## src/rtl/mem_arbiter.sv

```systemverilog
// Shared main-memory arbiter between the I-cache and D-cache miss paths.
// Serialises block fills (pipelined reads) and single-word D-side writes.
module mem_arbiter #(
  parameter int unsigned LAT   = 4,
  parameter int unsigned WORDS = 8
) (
  input  logic                     clk,
  input  logic                     rst_n,
  input  logic                     i_req,
  input  logic [15:0]              i_addr,
  input  logic                     d_req,
  input  logic                     d_wr,
  input  logic [15:0]              d_addr,
  input  logic [15:0]              d_wdata,
  output logic                     mem_en,
  output logic                     mem_wr,
  output logic [15:0]              mem_addr,
  output logic [15:0]              mem_wdata,
  input  logic [15:0]              mem_rdata,
  input  logic                     mem_rvalid,
  output logic [15:0]              fill_data,
  output logic [$clog2(WORDS)-1:0] fill_word,
  output logic                     i_fill_valid,
  output logic                     d_fill_valid,
  output logic                     i_done,
  output logic                     d_done,
  output logic                     busy
);

  localparam int unsigned WW = $clog2(WORDS);
  localparam int unsigned CW = WW + 1;
  localparam logic [15:0] OFFS_MASK = 16'(2 * WORDS - 1);

  typedef enum logic [1:0] {IDLE, FILL, WRITE} state_t;
  typedef enum logic {SIDE_I, SIDE_D} side_t;

  // Elaboration-time guard on the block geometry and memory latency.
  if (LAT < 1 || WORDS < 2 || (WORDS & (WORDS - 1)) != 0) begin : gBadParams
    $error("mem_arbiter: WORDS must be a power of two >= 2 and LAT >= 1");
  end

  state_t         state, stateNxt;
  side_t          owner, ownerNxt;
  side_t          last, lastNxt;
  logic [15:0]    base, baseNxt;
  logic [15:0]    wdata, wdataNxt;
  logic [CW-1:0]  issCnt, issCntNxt;
  logic [WW-1:0]  rcvCnt, rcvCntNxt;
  logic           grantD;

  always_ff @(posedge clk) begin
    if (!rst_n) begin
      state  <= IDLE;
      owner  <= SIDE_I;
      last   <= SIDE_I;
      base   <= '0;
      wdata  <= '0;
      issCnt <= '0;
      rcvCnt <= '0;
    end else begin
      state  <= stateNxt;
      owner  <= ownerNxt;
      last   <= lastNxt;
      base   <= baseNxt;
      wdata  <= wdataNxt;
      issCnt <= issCntNxt;
      rcvCnt <= rcvCntNxt;
    end
  end

  always_comb begin
    stateNxt     = state;
    ownerNxt     = owner;
    lastNxt      = last;
    baseNxt      = base;
    wdataNxt     = wdata;
    issCntNxt    = issCnt;
    rcvCntNxt    = rcvCnt;
    grantD       = 1'b0;
    mem_en       = 1'b0;
    mem_wr       = 1'b0;
    mem_addr     = '0;
    mem_wdata    = '0;
    fill_data    = '0;
    fill_word    = rcvCnt;
    i_fill_valid = 1'b0;
    d_fill_valid = 1'b0;
    i_done       = 1'b0;
    d_done       = 1'b0;
    busy         = (state != IDLE);

    case (state)
      IDLE: begin
        // On contention the side not granted last time wins.
        grantD    = d_req && (!i_req || last == SIDE_I);
        issCntNxt = '0;
        rcvCntNxt = '0;
        if (grantD) begin
          ownerNxt = SIDE_D;
          lastNxt  = SIDE_D;
          if (d_wr) begin
            stateNxt = WRITE;
            baseNxt  = d_addr;
            wdataNxt = d_wdata;
          end else begin
            stateNxt = FILL;
            baseNxt  = d_addr & ~OFFS_MASK;
          end
        end else if (i_req) begin
          ownerNxt = SIDE_I;
          lastNxt  = SIDE_I;
          stateNxt = FILL;
          baseNxt  = i_addr & ~OFFS_MASK;
        end
      end

      FILL: begin
        if (issCnt != CW'(WORDS)) begin
          mem_en    = 1'b1;
          mem_addr  = base + 16'({issCnt[WW-1:0], 1'b0});
          issCntNxt = issCnt + CW'(1);
        end
        // Returns arrive in issue order; rcvCnt is the word index.
        if (mem_rvalid) begin
          fill_data = mem_rdata;
          if (owner == SIDE_I) i_fill_valid = 1'b1;
          else                 d_fill_valid = 1'b1;
          if (rcvCnt == WW'(WORDS - 1)) begin
            if (owner == SIDE_I) i_done = 1'b1;
            else                 d_done = 1'b1;
            stateNxt  = IDLE;
            rcvCntNxt = '0;
            issCntNxt = '0;
          end else begin
            rcvCntNxt = rcvCnt + WW'(1);
          end
        end
      end

      WRITE: begin
        mem_en    = 1'b1;
        mem_wr    = 1'b1;
        mem_addr  = base;
        mem_wdata = wdata;
        d_done    = 1'b1;
        stateNxt  = IDLE;
      end

      default: stateNxt = IDLE;
    endcase
  end

endmodule

```

## config.mk

```make
export PLATFORM = sky130hd
export DESIGN_NAME = mem_arbiter
export DESIGN_NICKNAME = d
export VERILOG_FILES = /design/src/rtl/mem_arbiter.sv
export SDC_FILE = /design/constraint.sdc
export NUM_CORES = 1
export LEC_CHECK = 0
export BUFFER_PORTS_ARGS = -buffer_cell sky130_fd_sc_hd__buf_2
export CORE_AREA = 2 2 106 108
export DETAILED_ROUTE_END_ITERATION = 12
export DIE_AREA = 0 0 108 110
export GPL_ROUTABILITY_DRIVEN = 0
export MAX_ROUTING_LAYER = met4
export SETUP_SLACK_MARGIN = 0.1
export SYNTH_ARGS = -nofsm -noshare
export SYNTH_HDL_FRONTEND = slang
export SYNTH_SLANG_ARGS = --single-unit
```

## constraint.sdc

```tcl
create_clock -name clk -period 5.8 [get_ports clk]
set_input_delay 1.74 -clock clk [delete_from_list [all_inputs] [get_ports clk]]
set_output_delay 1.74 -clock clk [all_outputs]
set_load 0.02 [all_outputs]
```

==> results.toml <==
[sta]
period_minus_slack_ns = 4.47
slew_viol_final = 0
hold_viol_final = 0
skew_ns = 0.00832
fin_crit_sh_pct = 77.0
tightest_slew_ns = 1.22
rsz0062_at_grt = "no"
setup_viol = 0
slew_headroom_pct = 18.7
fmax_mhz = 224
fin_tns_setup_ns = 0

[critical_path]
crit_path_max_fanout = 28
required_ns = 4.06
timing.rr.end = "state[0]$_SDFFE_PN0P_"
crit_path_end_kind = "output port"
rr_worst_depth = 5
reg2reg_slack_ns = 3.66
critPathLaunchType = "flop"
critPathKind = "flop to output port"
r2r-start = "state[1]$_SDFFE_PN0P_"
critPathArrivalTime_ns = 2.73

[cells_and_area]
fin_cells = 594
nFillCells = 1160
area_delta_synth_final_pct = 30.4
nets = 532
drive_gt1_share_pct = 29.9

[route]
drt_iter0_drc = 114
via_count = 2795
wl_per_cell_um = 13.1
dr.pass1.iters = 4
drc_errors = 0
wirelength_um = 7780
drtAntennaViolNets = 0
viasPerCell = 4.71

[clocking]
cts_buffer_depth = 2
cts_buffers = 5
worstSkewPairLatency_ns = 0.29
ctsHoldBuffers = 0
clockRootBuffer = "clkbuf_8"
clock_sinks = 42
postCtsSetupRepairBufs = 0
postCtsResizedCells = 0
clkTransAtPathRegs_ns = 0.08
cts_tree = "built"
h-tree-depth = 2

[worst_hold_path]
hp-class = "flop to flop"
holdCritStartpoint = "wdata[9]$_SDFFE_PN0P_"
min_to = "wdata[9]$_SDFFE_PN0P_"
timing.hold.worst_path_depth = 2

[yosys]
syn_area_um2 = 2640
yosysTopAreaCell = "dfxtp_1"
yosys_most_used_dff = "dfxtp_1"
synthArstFlopShare_pct = 0
synth_seq_cells = 42
yosysSeqAreaShare_pct = 31.8
synth.distinct_cells = 48
yosysWarnings = 0
yosysTopAreaCellShare_pct = 31.8
syn_avg_cell_area_um2 = 7.71
synth_fp_nets = 424
synth.top_cells.by_area = "dfxtp_1 (32%), nand2_1 (7.0%), a21oi_1 (5.7%)"
synth-edff-count = 0
syn_inst = 343

[power_and_ir_drop]
peakVddDrop_mv = 0.123
p_per_area_nw_per_um2 = 233
p_total_uw = 802
power_leakage_uw = 0.00169

[floorplan]
die_x_um = 108
core-area_um2 = 10700
io_pins = 128
die_y_um = 110
initial_core_util_pct = 24.7
placementRows = 38
dieArea_um2 = 11900

[global_route]
grt_pass1_vias = 2579
grt_pass1_wl_um = 12400
antenna_found_initial = 3
grt.total_usage_pct = 13.3
grt_start_max_net_pins = 40
grt_remaining_overflow = 0

[place]
portBuffers = 123
dp_cells = 584
dpl.hpwl_um = 5940

[outcome]
outcome = "finished, final reports clean"

[job]
cap_violations = 0
## flip-flops by register name, indices dropped and copies added, names as in the netlist
name	cells
fill_word	3
last	1
issCnt	4
base	16
wdata	16
state	2
## layout make-up
type	count	area [um^2]	share of cell area, %
antenna	3	7.51	0.218
clock buffer	6	82.6	2.40
clock inverter	1	30.0	0.871
inverter	14	52.6	1.52
multi-input combinational	264	1640	47.4
sequential	42	841	24.4
tap	140	175	5.08
timing repair buffer	124	623	18.1
## synth_stat cells (3+ instances only)
cell,count
inv_1,14
buf_4,3
o22ai_1,3
nand3_1,8
o2111ai_1,3
ha_1,10
nor3_1,3
and3_1,18
nor2_1,30
and2_1,24
o21ai_0,9
clkbuf_1,16
a22oi_1,7
o211ai_1,5
or4_1,3
dfxtp_1,42
a211oi_1,12
nand2_1,49
a21oi_1,30
a31oi_1,4
mux2i_1,14
## worst max path at each step
stage	startpoint	to	slack, ns	cells after the start
3_3_place_gp	mem_rvalid	d_done	1.50	5
6_report	state[1]$_SDFFE_PN0P_	mem_addr[9]	1.33	7
5_1_grt	state[1]$_SDFFE_PN0P_	mem_addr[9]	0.96	7
4_1_cts	state[1]$_SDFFE_PN0P_	mem_addr[9]	1.32	7
3_5_place_dp	mem_rvalid	d_done	1.48	5
2_1_floorplan	mem_rvalid	i_done	1.41	4
## power by group
part | internal (uW) | switching [uW] | leakage [uW]
registers | 315 | 29.6 | 0.000344
logic | 83.8 | 139 | 0.00129
clock network | 138 | 96.9 | 0.0000573
total | 536 | 266 | 0.00169
## logic make-up (layout without fill, tap and decap cells)
group	after synthesis	count (layout)	share of synthesized area, %
DFF	42	42	31.8
AOI/OAI and AO/OA	90	90	22.7
and+or+nand+nor	148	148	28.1
muxes	14	14	5.30
other	0	3	0
xor gates and xnor gates	1	1	0.331
buffers and inverters	37	145	6.34
adders and majority gates	11	11	5.49
## worst max-delay path: stages, from the launching register on
cell     delay (ns)
dfxtp_1        0.32
inv_1          0.09
ha_1           0.65
nand2_1        0.15
nor2_1         0.57
o21ai_0        0.19
a31oi_1        0.26
buf_2          0.20
## routing by layer
metal	up-vias	part of all wire [%]	track usage [%]	wire, um
li1	1436	-	-	-
met1	1266	44	16.6	3460
met2	83	48	21.6	3750
met3	10	5.6	2.76	439
met4	0	1.7	4.49	130
met5	-	0	-	0
## per-stage QoR
step	area, um^2	hold slack [ns]	setup WS, ns	util, %
3_5_place_dp	3330	0.442	1.48	31.1
6_report	3450	0.452	1.33	32.2
2_1_floorplan	2640	0.432	1.41	-
3_3_place_gp	3330	0.438	1.50	31.1
4_1_cts	3440	0.454	1.32	32.2
5_1_grt	3450	0.474	0.960	32.2
## layout by cell type (no fill, tap or decap), types with 2 or more instances in the layout
master,instances
ha_1,10
o211a_1,2
mux2i_1,14
nor2b_1,2
nand2_1,49
nor2_1,30
nand4_1,2
nand2b_1,2
o2111ai_1,3
a22oi_1,7
a31oi_1,4
inv_1,14
clkbuf_8,6
o22ai_1,3
diode_2,3
and2_1,24
nor3_1,3
dfxtp_1,42
or4_1,3
a211oi_1,12
o211ai_1,5
a211o_1,2
nand3_1,8
buf_2,123
o21ai_0,9
a32oi_1,2
and3_1,18
a21oi_1,30
a21o_1,2
(Power assumes the default switching activity.)
